File: config.mk
export PLATFORM = sky130hd
export DESIGN_NAME = codeword_channel_injector_flat
export DESIGN_NICKNAME = d
export VERILOG_FILES = /design/src/rtl/codeword_channel_injector_if.sv /design/src/rtl/codeword_channel_injector.sv /design/src/flat_wrapper.sv
export SDC_FILE = /design/constraint.sdc
export NUM_CORES = 1
export LEC_CHECK = 0
export CAP_MARGIN = 10
export CORE_MARGIN = 2
export CORE_UTILIZATION = 54
export DETAILED_ROUTE_END_ITERATION = 7
export PLACE_DENSITY = 0.85
export SYNTH_ARGS = -nofsm -noshare
export SYNTH_HDL_FRONTEND = slang
export SYNTH_SLANG_ARGS = --single-unit
File: constraint.sdc
create_clock -name clk -period 7.5 [get_ports clk]
set_clock_uncertainty 0.1 [all_clocks]
set_input_delay 1.125 -clock clk [delete_from_list [all_inputs] [get_ports clk]]
set_output_delay 1.125 -clock clk [all_outputs]
set_load 0.01 [all_outputs]
File: src/rtl/codeword_channel_injector_if.sv
// Codeword stream bundle for the channel injector.
// Carries the upstream (encoder -> injector) and downstream
// (injector -> XOR/decoder) valid/ready handshakes plus data.
// slave  : the injector's view (consumes in_*, produces out_*)
// master : the surrounding logic's view (produces in_*, consumes out_*)
interface codeword_channel_injector_if;
  logic        in_valid;
  logic        in_ready;
  logic [14:0] in_cw;
  logic        out_valid;
  logic        out_ready;
  logic [14:0] out_cw;
  logic [14:0] out_err;

  modport slave (
    input  in_valid,
    input  in_cw,
    input  out_ready,
    output in_ready,
    output out_valid,
    output out_cw,
    output out_err
  );

  modport master (
    output in_valid,
    output in_cw,
    output out_ready,
    input  in_ready,
    input  out_valid,
    input  out_cw,
    input  out_err
  );
endinterface

File: src/rtl/codeword_channel_injector.sv
// codeword_channel_injector
//   Single-register channel-model stage for 15-bit codewords. Each
//   accepted word is XORed with an error pattern chosen by cfg_mode
//   (none / fixed bit / LFSR-chosen bit / periodic fixed bit), and the
//   corrupted word is presented together with the pattern so a checker
//   can predict the decoder's output. Saturating counters track
//   accepted words and accepted words that carried a nonzero pattern.
//
//   Optional feature macro: INJ_DOUBLE_ERR_EN
//     When defined, adds input cfg_dbl_i. With cfg_dbl_i=1 and a
//     nonzero base pattern at position p, bit (p+1) mod 15 is also set.
//     When undefined, out_err never has more than one bit set.
module codeword_channel_injector #(
  parameter int          CW_W      = 15,
  parameter logic [15:0] LFSR_SEED = 16'hACE1,
  parameter int          CNT_W     = 16
) (
  input  logic                   clk,
  input  logic                   reset,
  input  logic [1:0]             cfg_mode_i,
  input  logic [3:0]             cfg_pos_i,
  input  logic [7:0]             cfg_period_i,
`ifdef INJ_DOUBLE_ERR_EN
  input  logic                   cfg_dbl_i,
`endif
  codeword_channel_injector_if.slave stream,
  output logic [CNT_W-1:0]       word_cnt_o,
  output logic [CNT_W-1:0]       err_cnt_o
);

  localparam logic [1:0] MODE_NONE     = 2'b00;
  localparam logic [1:0] MODE_FIXED    = 2'b01;
  localparam logic [1:0] MODE_LFSR     = 2'b10;
  localparam logic [1:0] MODE_PERIODIC = 2'b11;

  // Position 15 does not exist in a 15-bit word; it doubles as "no bit".
  localparam logic [3:0] POS_NONE = 4'd15;

  // ---------------------------------------------------------------
  // State registers
  // ---------------------------------------------------------------
  logic              out_valid_q, out_valid_d;
  logic [CW_W-1:0]   out_cw_q,    out_cw_d;
  logic [CW_W-1:0]   out_err_q,   out_err_d;
  logic [15:0]       lfsr_q,      lfsr_d;
  logic [7:0]        per_cnt_q,   per_cnt_d;
  logic [CNT_W-1:0]  word_cnt_q,  word_cnt_d;
  logic [CNT_W-1:0]  err_cnt_q,   err_cnt_d;

  // ---------------------------------------------------------------
  // Handshake
  // ---------------------------------------------------------------
  logic accept;
  logic in_ready;

  // A held word only blocks the input while downstream is stalling.
  assign in_ready = !out_valid_q || stream.out_ready;
  assign accept   = stream.in_valid && in_ready;

  // ---------------------------------------------------------------
  // Pattern generation (pure function of config + current state)
  // ---------------------------------------------------------------
  logic [8:0]      per_eff;
  logic [8:0]      per_next;
  logic            per_hit;
  logic [3:0]      lfsr_pos;
  logic            base_en;
  logic [3:0]      base_pos;
  logic [3:0]      dbl_pos;
  logic            dbl_en;
  logic [CW_W-1:0] base_err;
  logic [CW_W-1:0] dbl_err;
  logic [CW_W-1:0] err_pat;
  logic            lfsr_fb;

  // A programmed period of 0 behaves like a period of 1 (every word).
  assign per_eff  = (cfg_period_i == 8'd0) ? 9'd1 : {1'b0, cfg_period_i};
  assign per_next = {1'b0, per_cnt_q} + 9'd1;
  assign per_hit  = (per_next == per_eff);

  // Nibble value 15 would fall off the codeword, so fold it onto bit 0.
  assign lfsr_pos = (lfsr_q[3:0] == 4'hF) ? 4'd0 : lfsr_q[3:0];

  // Select the base error position and whether a bit is injected at all.
  always_comb begin
    base_en  = 1'b0;
    base_pos = 4'd0;
    case (cfg_mode_i)
      MODE_NONE: begin
        base_en  = 1'b0;
        base_pos = 4'd0;
      end
      MODE_FIXED: begin
        base_en  = (cfg_pos_i != POS_NONE);
        base_pos = cfg_pos_i;
      end
      MODE_LFSR: begin
        base_en  = 1'b1;
        base_pos = lfsr_pos;
      end
      MODE_PERIODIC: begin
        base_en  = per_hit && (cfg_pos_i != POS_NONE);
        base_pos = cfg_pos_i;
      end
      default: begin
        base_en  = 1'b0;
        base_pos = 4'd0;
      end
    endcase
  end

  // Neighbouring bit for the double-error option, wrapping 14 -> 0.
  assign dbl_pos = (base_pos == 4'd14) ? 4'd0 : (base_pos + 4'd1);

`ifdef INJ_DOUBLE_ERR_EN
  assign dbl_en = base_en && cfg_dbl_i;
`else
  assign dbl_en = 1'b0;
`endif

  // One-hot decode of the base and neighbour positions.
  generate
    for (genvar gi = 0; gi < CW_W; gi++) begin : g_decode
      assign base_err[gi] = base_en && (base_pos == 4'(gi));
      assign dbl_err[gi]  = dbl_en  && (dbl_pos  == 4'(gi));
    end
  endgenerate

  assign err_pat = base_err | dbl_err;

  // Fibonacci taps 16,14,13,11 -> bits 15,13,12,10 of the shift register.
  assign lfsr_fb = lfsr_q[15] ^ lfsr_q[13] ^ lfsr_q[12] ^ lfsr_q[10];

  // ---------------------------------------------------------------
  // Next-state logic
  // ---------------------------------------------------------------

  // Output register: load on accept, drop valid on a drain with no refill,
  // otherwise hold everything so a stalled word stays stable.
  always_comb begin
    out_valid_d = out_valid_q;
    out_cw_d    = out_cw_q;
    out_err_d   = out_err_q;
    if (accept) begin
      out_valid_d = 1'b1;
      out_cw_d    = stream.in_cw ^ err_pat;
      out_err_d   = err_pat;
    end else if (stream.out_ready) begin
      out_valid_d = 1'b0;
    end
  end

  // LFSR steps once per accepted word regardless of mode.
  always_comb begin
    lfsr_d = lfsr_q;
    if (accept) begin
      lfsr_d = {lfsr_q[14:0], lfsr_fb};
    end
  end

  // Period counter only lives in periodic mode; any other mode clears it.
  always_comb begin
    per_cnt_d = per_cnt_q;
    if (cfg_mode_i != MODE_PERIODIC) begin
      per_cnt_d = 8'd0;
    end else if (accept) begin
      per_cnt_d = per_hit ? 8'd0 : per_next[7:0];
    end
  end

  // Saturating statistics: one word per accept, one error per corrupted word.
  always_comb begin
    word_cnt_d = word_cnt_q;
    err_cnt_d  = err_cnt_q;
    if (accept) begin
      if (word_cnt_q != {CNT_W{1'b1}}) begin
        word_cnt_d = word_cnt_q + 1'b1;
      end
      if ((err_pat != '0) && (err_cnt_q != {CNT_W{1'b1}})) begin
        err_cnt_d = err_cnt_q + 1'b1;
      end
    end
  end

  // ---------------------------------------------------------------
  // Registers
  // ---------------------------------------------------------------

  // Pipeline output register; reset discards any held word.
  always_ff @(posedge clk) begin
    if (reset) begin
      out_valid_q <= 1'b0;
      out_cw_q    <= '0;
      out_err_q   <= '0;
    end else begin
      out_valid_q <= out_valid_d;
      out_cw_q    <= out_cw_d;
      out_err_q   <= out_err_d;
    end
  end

  // Pattern-generator state: position LFSR and period counter.
  always_ff @(posedge clk) begin
    if (reset) begin
      lfsr_q    <= LFSR_SEED;
      per_cnt_q <= 8'd0;
    end else begin
      lfsr_q    <= lfsr_d;
      per_cnt_q <= per_cnt_d;
    end
  end

  // Statistics counters.
  always_ff @(posedge clk) begin
    if (reset) begin
      word_cnt_q <= '0;
      err_cnt_q  <= '0;
    end else begin
      word_cnt_q <= word_cnt_d;
      err_cnt_q  <= err_cnt_d;
    end
  end

  // ---------------------------------------------------------------
  // Outputs
  // ---------------------------------------------------------------
  assign stream.in_ready  = in_ready;
  assign stream.out_valid = out_valid_q;
  assign stream.out_cw    = out_cw_q;
  assign stream.out_err   = out_err_q;
  assign word_cnt_o       = word_cnt_q;
  assign err_cnt_o        = err_cnt_q;

endmodule
File: src/flat_wrapper.sv
// flat-port wrapper written by rule: the top's interface ports become plain ports
module codeword_channel_injector_flat 
#(
  parameter int          CW_W      = 15,
  parameter logic [15:0] LFSR_SEED = 16'hACE1,
  parameter int          CNT_W     = 16
)
  (clk, reset, cfg_mode_i, cfg_pos_i, cfg_period_i, word_cnt_o, err_cnt_o, stream_in_valid, stream_in_cw, stream_out_ready, stream_in_ready, stream_out_valid, stream_out_cw, stream_out_err);
  codeword_channel_injector_if stream_i ();
  input  logic clk;
  input  logic reset;
  input  logic [1:0] cfg_mode_i;
  input  logic [3:0] cfg_pos_i;
  input  logic [7:0] cfg_period_i;
  output logic [CNT_W-1:0] word_cnt_o;
  output logic [CNT_W-1:0] err_cnt_o;
  input wire logic [$bits(stream_i.in_valid)-1:0] stream_in_valid;
  input wire logic [$bits(stream_i.in_cw)-1:0] stream_in_cw;
  input wire logic [$bits(stream_i.out_ready)-1:0] stream_out_ready;
  output wire logic [$bits(stream_i.in_ready)-1:0] stream_in_ready;
  output wire logic [$bits(stream_i.out_valid)-1:0] stream_out_valid;
  output wire logic [$bits(stream_i.out_cw)-1:0] stream_out_cw;
  output wire logic [$bits(stream_i.out_err)-1:0] stream_out_err;
  assign stream_i.in_valid = stream_in_valid;
  assign stream_i.in_cw = stream_in_cw;
  assign stream_i.out_ready = stream_out_ready;
  assign stream_in_ready = stream_i.in_ready;
  assign stream_out_valid = stream_i.out_valid;
  assign stream_out_cw = stream_i.out_cw;
  assign stream_out_err = stream_i.out_err;
  codeword_channel_injector #(.CW_W(CW_W), .LFSR_SEED(LFSR_SEED), .CNT_W(CNT_W)) u_core (.clk(clk), .reset(reset), .cfg_mode_i(cfg_mode_i), .cfg_pos_i(cfg_pos_i), .cfg_period_i(cfg_period_i), .stream(stream_i), .word_cnt_o(word_cnt_o), .err_cnt_o(err_cnt_o));
endmodule
==> Word-level counts from Yosys, hierarchy flattened <==
Index checks and enable logic that the tools add are counted.
{ "classes": {"n_addsub": 3, "n_mul": 0, "div_mod_pow": 0, "n_lt_le_gt_ge": 0, "eq_ne": 23, "shifts": 0, "n_mux": 7, "bitwise_logic": 4, "reduce_logical": 29} }
{ "ops": {"columns": ["cell", "n"], "rows": [
  ["adder 16 x 1 -> 16 bit (second input constant)", 2],
  ["equality test 4 bit (second input constant)", 8],
  ["!= test 16 bit (second input constant)", 2],
  ["logical AND 1 bit", 18],
  ["equality test 4 x 3 -> 1 bit (second input constant)", 4],
  ["two-way mux 8 bit", 2],
  ["nonzero test 15 bit", 1],
  ["XOR 15 bit", 1],
  ["one-hot mux 4 bit (3 select lines)", 1],
  ["adder 8 x 1 -> 9 bit (second input constant)", 1],
  ["equality test 9 bit", 1],
  ["equality test 4 x 2 -> 1 bit (second input constant)", 2],
  ["zero test 8 bit", 1],
  ["equality test 2 bit (second input constant)", 2],
  ["equality test 4 x 1 -> 1 bit (second input constant)", 1],
  ["zero test 4 bit", 1],
  ["two-way mux 4 bit", 1],
  ["!= test 4 bit (second input constant)", 1],
  ["one-hot mux 1 bit (4 select lines)", 1],
  ["AND reduction 2 bit", 2],
  ["OR reduction 2 bit", 2],
  ["XOR 1 bit", 3],
  ["equality test 2 x 1 -> 1 bit (second input constant)", 1],
  ["zero test 2 bit", 1],
  ["5 further kinds", 6]
]} }
{ "word_totals": {"ff_bits": 87, "latch_bits": 0, "mem_bits_rw": 0, "romBits": 0, "inputBits": 33, "elab_cells": 73, "memories": 0} }

==> Depth between registers and ports, before layout <==
{ "logic_depth": {"ltp_word": 9, "ltp_mapped": 10} }

==> Worst setup path after synthesis <==
Ideal clock, no wire load.
{ "synth_timing": {"path_type": "in2reg", "from": "input cfg_period_i[5]", "to": "register u_core.err_cnt_q[10], in the netlist u_core.err_cnt_o[10]", "setup_ps": 70, "arrival_ps": 3164, "required_time_ps": 7330, "slack_ps": 4166, "stages": 9, "path_buffers": 1, "cell_sequence": "nor4_1 -> a21oi_1 -> xor2_1 -> nor4_2 -> a21oi_2 -> or3_1 -> buf_2 -> or3_1 -> a21oi_1"} }
{ "synth_between": {"elab_chain_len": 9, "word_cells_on_any_way": 23, "cone_classes": "eq/ne (1); mux (2); reduce/logical (20)"} }
{ "synth_lines": {"columns": ["element", "line_no", "source"], "rows": [
  ["start, declared", "flat_wrapper.sv:14", "input logic [7:0] cfg_period_i;"],
  ["zero test 8 bit", "codeword_channel_injector.sv:77", "assign per_eff = (cfg_period_i == 8'd0) ? 9'd1 : {1'b0, cfg_period_i};"],
  ["two-way mux 8 bit *", "codeword_channel_injector.sv:77", null],
  ["equality test 9 bit *", "codeword_channel_injector.sv:79", "assign per_hit = (per_next == per_eff);"],
  ["logical AND 1 bit *", "codeword_channel_injector.sv:102", "base_en = per_hit && (cfg_pos_i != POS_NONE);"],
  ["one-hot mux 1 bit (4 select lines) *", "codeword_channel_injector.sv:88", "case (cfg_mode_i)"],
  ["logical AND 1 bit", "codeword_channel_injector.sv:124", "assign base_err[gi] = base_en && (base_pos == 4'(gi));"],
  ["nonzero test 15 bit *", "codeword_channel_injector.sv:179", "if ((err_pat != '0) && (err_cnt_q != {CNT_W{1'b1}})) begin"],
  ["logical AND 1 bit *", "codeword_channel_injector.sv:179", null],
  ["AND reduction 2 bit (no source line) *", null, null],
  ["end signal, assigned", "codeword_channel_injector.sv:220", "err_cnt_q <= err_cnt_d;"],
  ["end, declared", "codeword_channel_injector.sv:48", "logic [CNT_W-1:0] err_cnt_q, err_cnt_d;"]
]} }
Mark *: on every way between the ends. The rest lies on a longest branch, timed or not.
A chain may end at the register's enable or synchronous reset.

==> Worst setup path after layout <==
{ "layout_timing": {"from": "input cfg_period_i[5]", "to": "register u_core.err_cnt_q[15], in the netlist u_core.err_cnt_o[15]"} }
Same word-level chain as after synthesis.

==> metrics.md <==
| Metric | Value |
|---|---|
| Status | `finished clean` |
| Vias in the first global route | `3758` |
| Final period utilization | `between 50% and 60%` |
| Peak VDD IR | `~0.095 mV` |
| DRT Pass-1 Iters | `5` |
| DR vias | `4072` |
| Port Buffers | `96` |
| Inserted Clock Buffers | `9` |
| Final Max Tran Viols | `0` |
| Post-CTS setup buffers | `0` |
| Worst slew margin | `46.8%` |
| RD Place Congestion | `0.968` |
| Antenna violations before repair | `0` |
| Top_reg_cell synth | `dfxtp_1` |
| Clk_lat worst skew | `0.35 ns` |
| CTS tree | `done` |
| Max-Cap Viols | `0` |
| Sequential power share | `52.4%` |
| # rows | `32` |
| WP data arrival | `4.03 ns` |
| Combinational Power Share | `around 13%` |
| Post-synthesis cell count | `531` |
| Total Power | `936 uW` |
| Post-synth EDFFs | `0` |
| Chip height | `~93 um` |
| Minimum clock period | `around 3.9 ns` |
| WL per Instance | `between 10 and 15 um` |
| H-Tree Depth | `3` |
| # setup viols final | `0` |
| Synthesized Nets | `567` |
| First-pass GRT wire length | `17000 um` |
| Clock Tree Buf Depth | `2` |
| Post-synthesis average cell area | `around 8 um2` |
| Switching Fraction | `between 20% and 30%` |
| Fmax | `259 MHz` |
| Yosys reg bits | `87` |
| Root Buffer | `clkbuf_8` |
| Die ar. | `0.00862 mm2` |
| # hold bufs at CTS | `0` |
| Setup TNS | `0 ns` |
| Unique cell type count in the Yosys netlist | `46` |
| Final wirelength | `10300 um` |
| Area leader, netlist | `dfxtp_1` |
| CP max stage delay | `0.58 ns` |
| CP cell instances | `clkdlybuf4s50_1 -> nor4_1 -> a21oi_1 -> xor2_1 -> nor4_2 -> a21oi_2 -> or3_1 -> or4_1 -> a21oi_1` |
| Initial Util | `55.5%` |
| Internal Power | `around 690 uW` |
| Nets | `647` |
| Number of clock sinks | `87` |
| Post-route non-filler standard cell count | `718` |
| Yosys warns | `0` |
| RSZ-0062 raised after global routing | `no` |
| Iteration-0 DRC Markers | `198` |
| Async S/R FF share, synth | `0%` |
| Placed cells | `702` |
| CP Capture Type | `flop` |
| Clock-pin slew on the worst setup and hold paths | `approximately 0.090 ns` |
| Worst setup SP type | `primary input` |
| Worst hold-check path type | `flop to flop` |
| GRT Total Usage | `24.1%` |
| Synth area leaders | `dfxtp_1 41%, xnor2_1 7.8%, nand2_1 7.7%` |
| Antenna Nets Post-Route | `0` |
| Hold Worst Slack | `around 0.35 ns` |
| Resize count post-CTS | `0` |
| Die width | `92.9 um` |
| Largest net degree at the start of global routing | `83` |
| LEAKAGE | `1.77 nW` |
| Sequential fraction of the synthesis area | `40.8%` |
| Area delta synth->final | `27.7%` |
| Critical path buffer and inverter count | `1` |
| Power per Cell Area | `172 mW/mm2` |
| Pin slew with the least headroom to its limit | `between 0.7 and 0.8 ns` |
| Final Hold Fails | `0` |
| CP max-delay cell | `or3_1` |
| CP Class | `primary input to flop` |
| Core Box Area | `0.00769 mm2` |
| Crit path top cell by count | `a21oi_1` |
| Clock power share | `between 30% and 40%` |
| Mapped cell area | `around 0.0043 mm2` |
| CP max FO | `13` |
| N_diodes | `0` |
| # IOs | `97` |
| Synth top area share | `40.8%` |
| Layout cell share with drive strength beyond 1 | `4.22%` |
| # DRC | `0` |
| GR Overflow Total | `0` |
| CP delay by family, top | `simple AND/OR/NAND/NOR gates` |
| HPWL Detailed | `7220 um` |
| CP required | `~7.7 ns` |
| Vias per inst | `5.67` |
| NetSw | `243 uW` |
[stage by stage]
step / setup slack, ns / instance area, um2 / utilization, %
CTS: 3.68 / 5440 / 70.8
floorplan: 4.17 / 4260 / -
detailed placement: 3.30 / 5250 / 68.3
finish: 3.64 / 5440 / 70.8
global placement: 3.43 / 5250 / 68.3
global route: 3.39 / 5440 / 70.8
[worst paths after layout]
kind	from	cells past startpoint	slack (ns)	end
hold reg to reg	u_core.lfsr_q[11]$_SDFFE_PP1P_	2	0.35	u_core.lfsr_q[12]$_SDFFE_PP0P_
setup reg to reg	u_core.per_cnt_q[0]$_SDFFE_PP0P_	9	4.32	u_core.err_cnt_o[15]$_SDFFE_PP0P_
setup / recovery	cfg_period_i[5]	9	3.64	u_core.err_cnt_o[15]$_SDFFE_PP0P_
hold / removal	u_core.lfsr_q[11]$_SDFFE_PP1P_	2	0.35	u_core.lfsr_q[12]$_SDFFE_PP0P_
[cell usage after synthesis (3+ instances only)]
cell type  instances
a211oi_1          15
a21o_1             3
a21oi_1           45
a31oi_1            4
and2_1             6
and3_1             6
and4_1             4
clkbuf_1          26
dfxtp_1           87
ha_1               3
inv_1              4
mux2i_1            5
nand2_1           88
nand2b_1           5
nand3_1           15
nand3b_1          11
nand4_1           10
nor2_1            45
nor2b_1            4
nor3_1             8
nor4_1             7
o21a_1             3
o21ai_0           24
o21ai_1           10
o31ai_1           10
or3_1             11
or4_1              5
xnor2_1           38
xor2_1             7
[placed cells by master, fill, tap and decap left out, drive strengths merged, types with 5 or more instances in the layout]
cell / n
mux2i: 5
a21oi: 46
nand4: 10
dfxtp: 87
clkbuf: 11
nand2b: 5
nand3: 16
nand2: 88
or4: 5
nand3b: 11
and2: 6
a211oi: 15
nor3: 8
clkdlybuf4s50: 95
or3: 11
and3: 6
nor4: 9
o31ai: 10
xnor2: 38
xor2: 7
o21ai: 34
nor2: 45
[cell type report]
type	instances	area, um2
Clock buffer	11	131
Clock inverter	5	58.8
Fill cell	630	2240
Inverter	4	15.0
Multi-Input combinational cell	410	2390
Sequential cell	87	1740
Tap cell	102	128
Timing Repair Buffer	99	978
[per-layer routing]
| metal | global-route usage [%] | up-vias | part of all wire, % |
|---|---|---|---|
| li1 | - | 2030 | - |
| met1 | 31.0 | 1877 | 44 |
| met2 | 40.3 | 141 | 47 |
| met3 | 4.72 | 24 | 6.4 |
| met4 | 8.58 | 0 | 1.9 |
| met5 | 0 | - | 0 |
[sequential cells by signal, indices dropped and copies added, names as in the netlist]
name and cells:
u_core.word_cnt_o 16, u_core.stream.out_valid 1, u_core.stream.out_err 15, u_core.err_cnt_o 16
u_core.stream.out_cw 15, u_core.per_cnt_q 8, u_core.lfsr_q 16
[cell families after synthesis]
| kind of cell | Yosys count | share of synthesized area, % |
|---|---|---|
| adders and majority gates | 3 | 0.880 |
| buffers and inverters | 34 | 3.11 |
| DFF | 87 | 40.8 |
| AOI/OAI and AO/OA | 119 | 16.3 |
| and+or+nand+nor | 235 | 27.6 |
| muxes | 8 | 1.97 |
| xor gates and xnor gates | 45 | 9.24 |
[power groups by stage]
stage	Sequential [mW]	Clock [mW]	Combinational, mW
after global placement	0.500	0	0.121
after CTS	0.490	0.325	0.125
after global routing	0.493	0.345	0.138
final	0.490	0.320	0.125
after detailed placement	0.501	0	0.125
after floorplan	0.502	0	0.0704
[tightest hold or removal path, delay by kind of cell (launching register included)]
family          cells  cell delay (ns)
compound gates      1             0.05
flops               1             0.32
simple gates        1             0.05
Note: power is estimated with default switching activity, not from simulation.
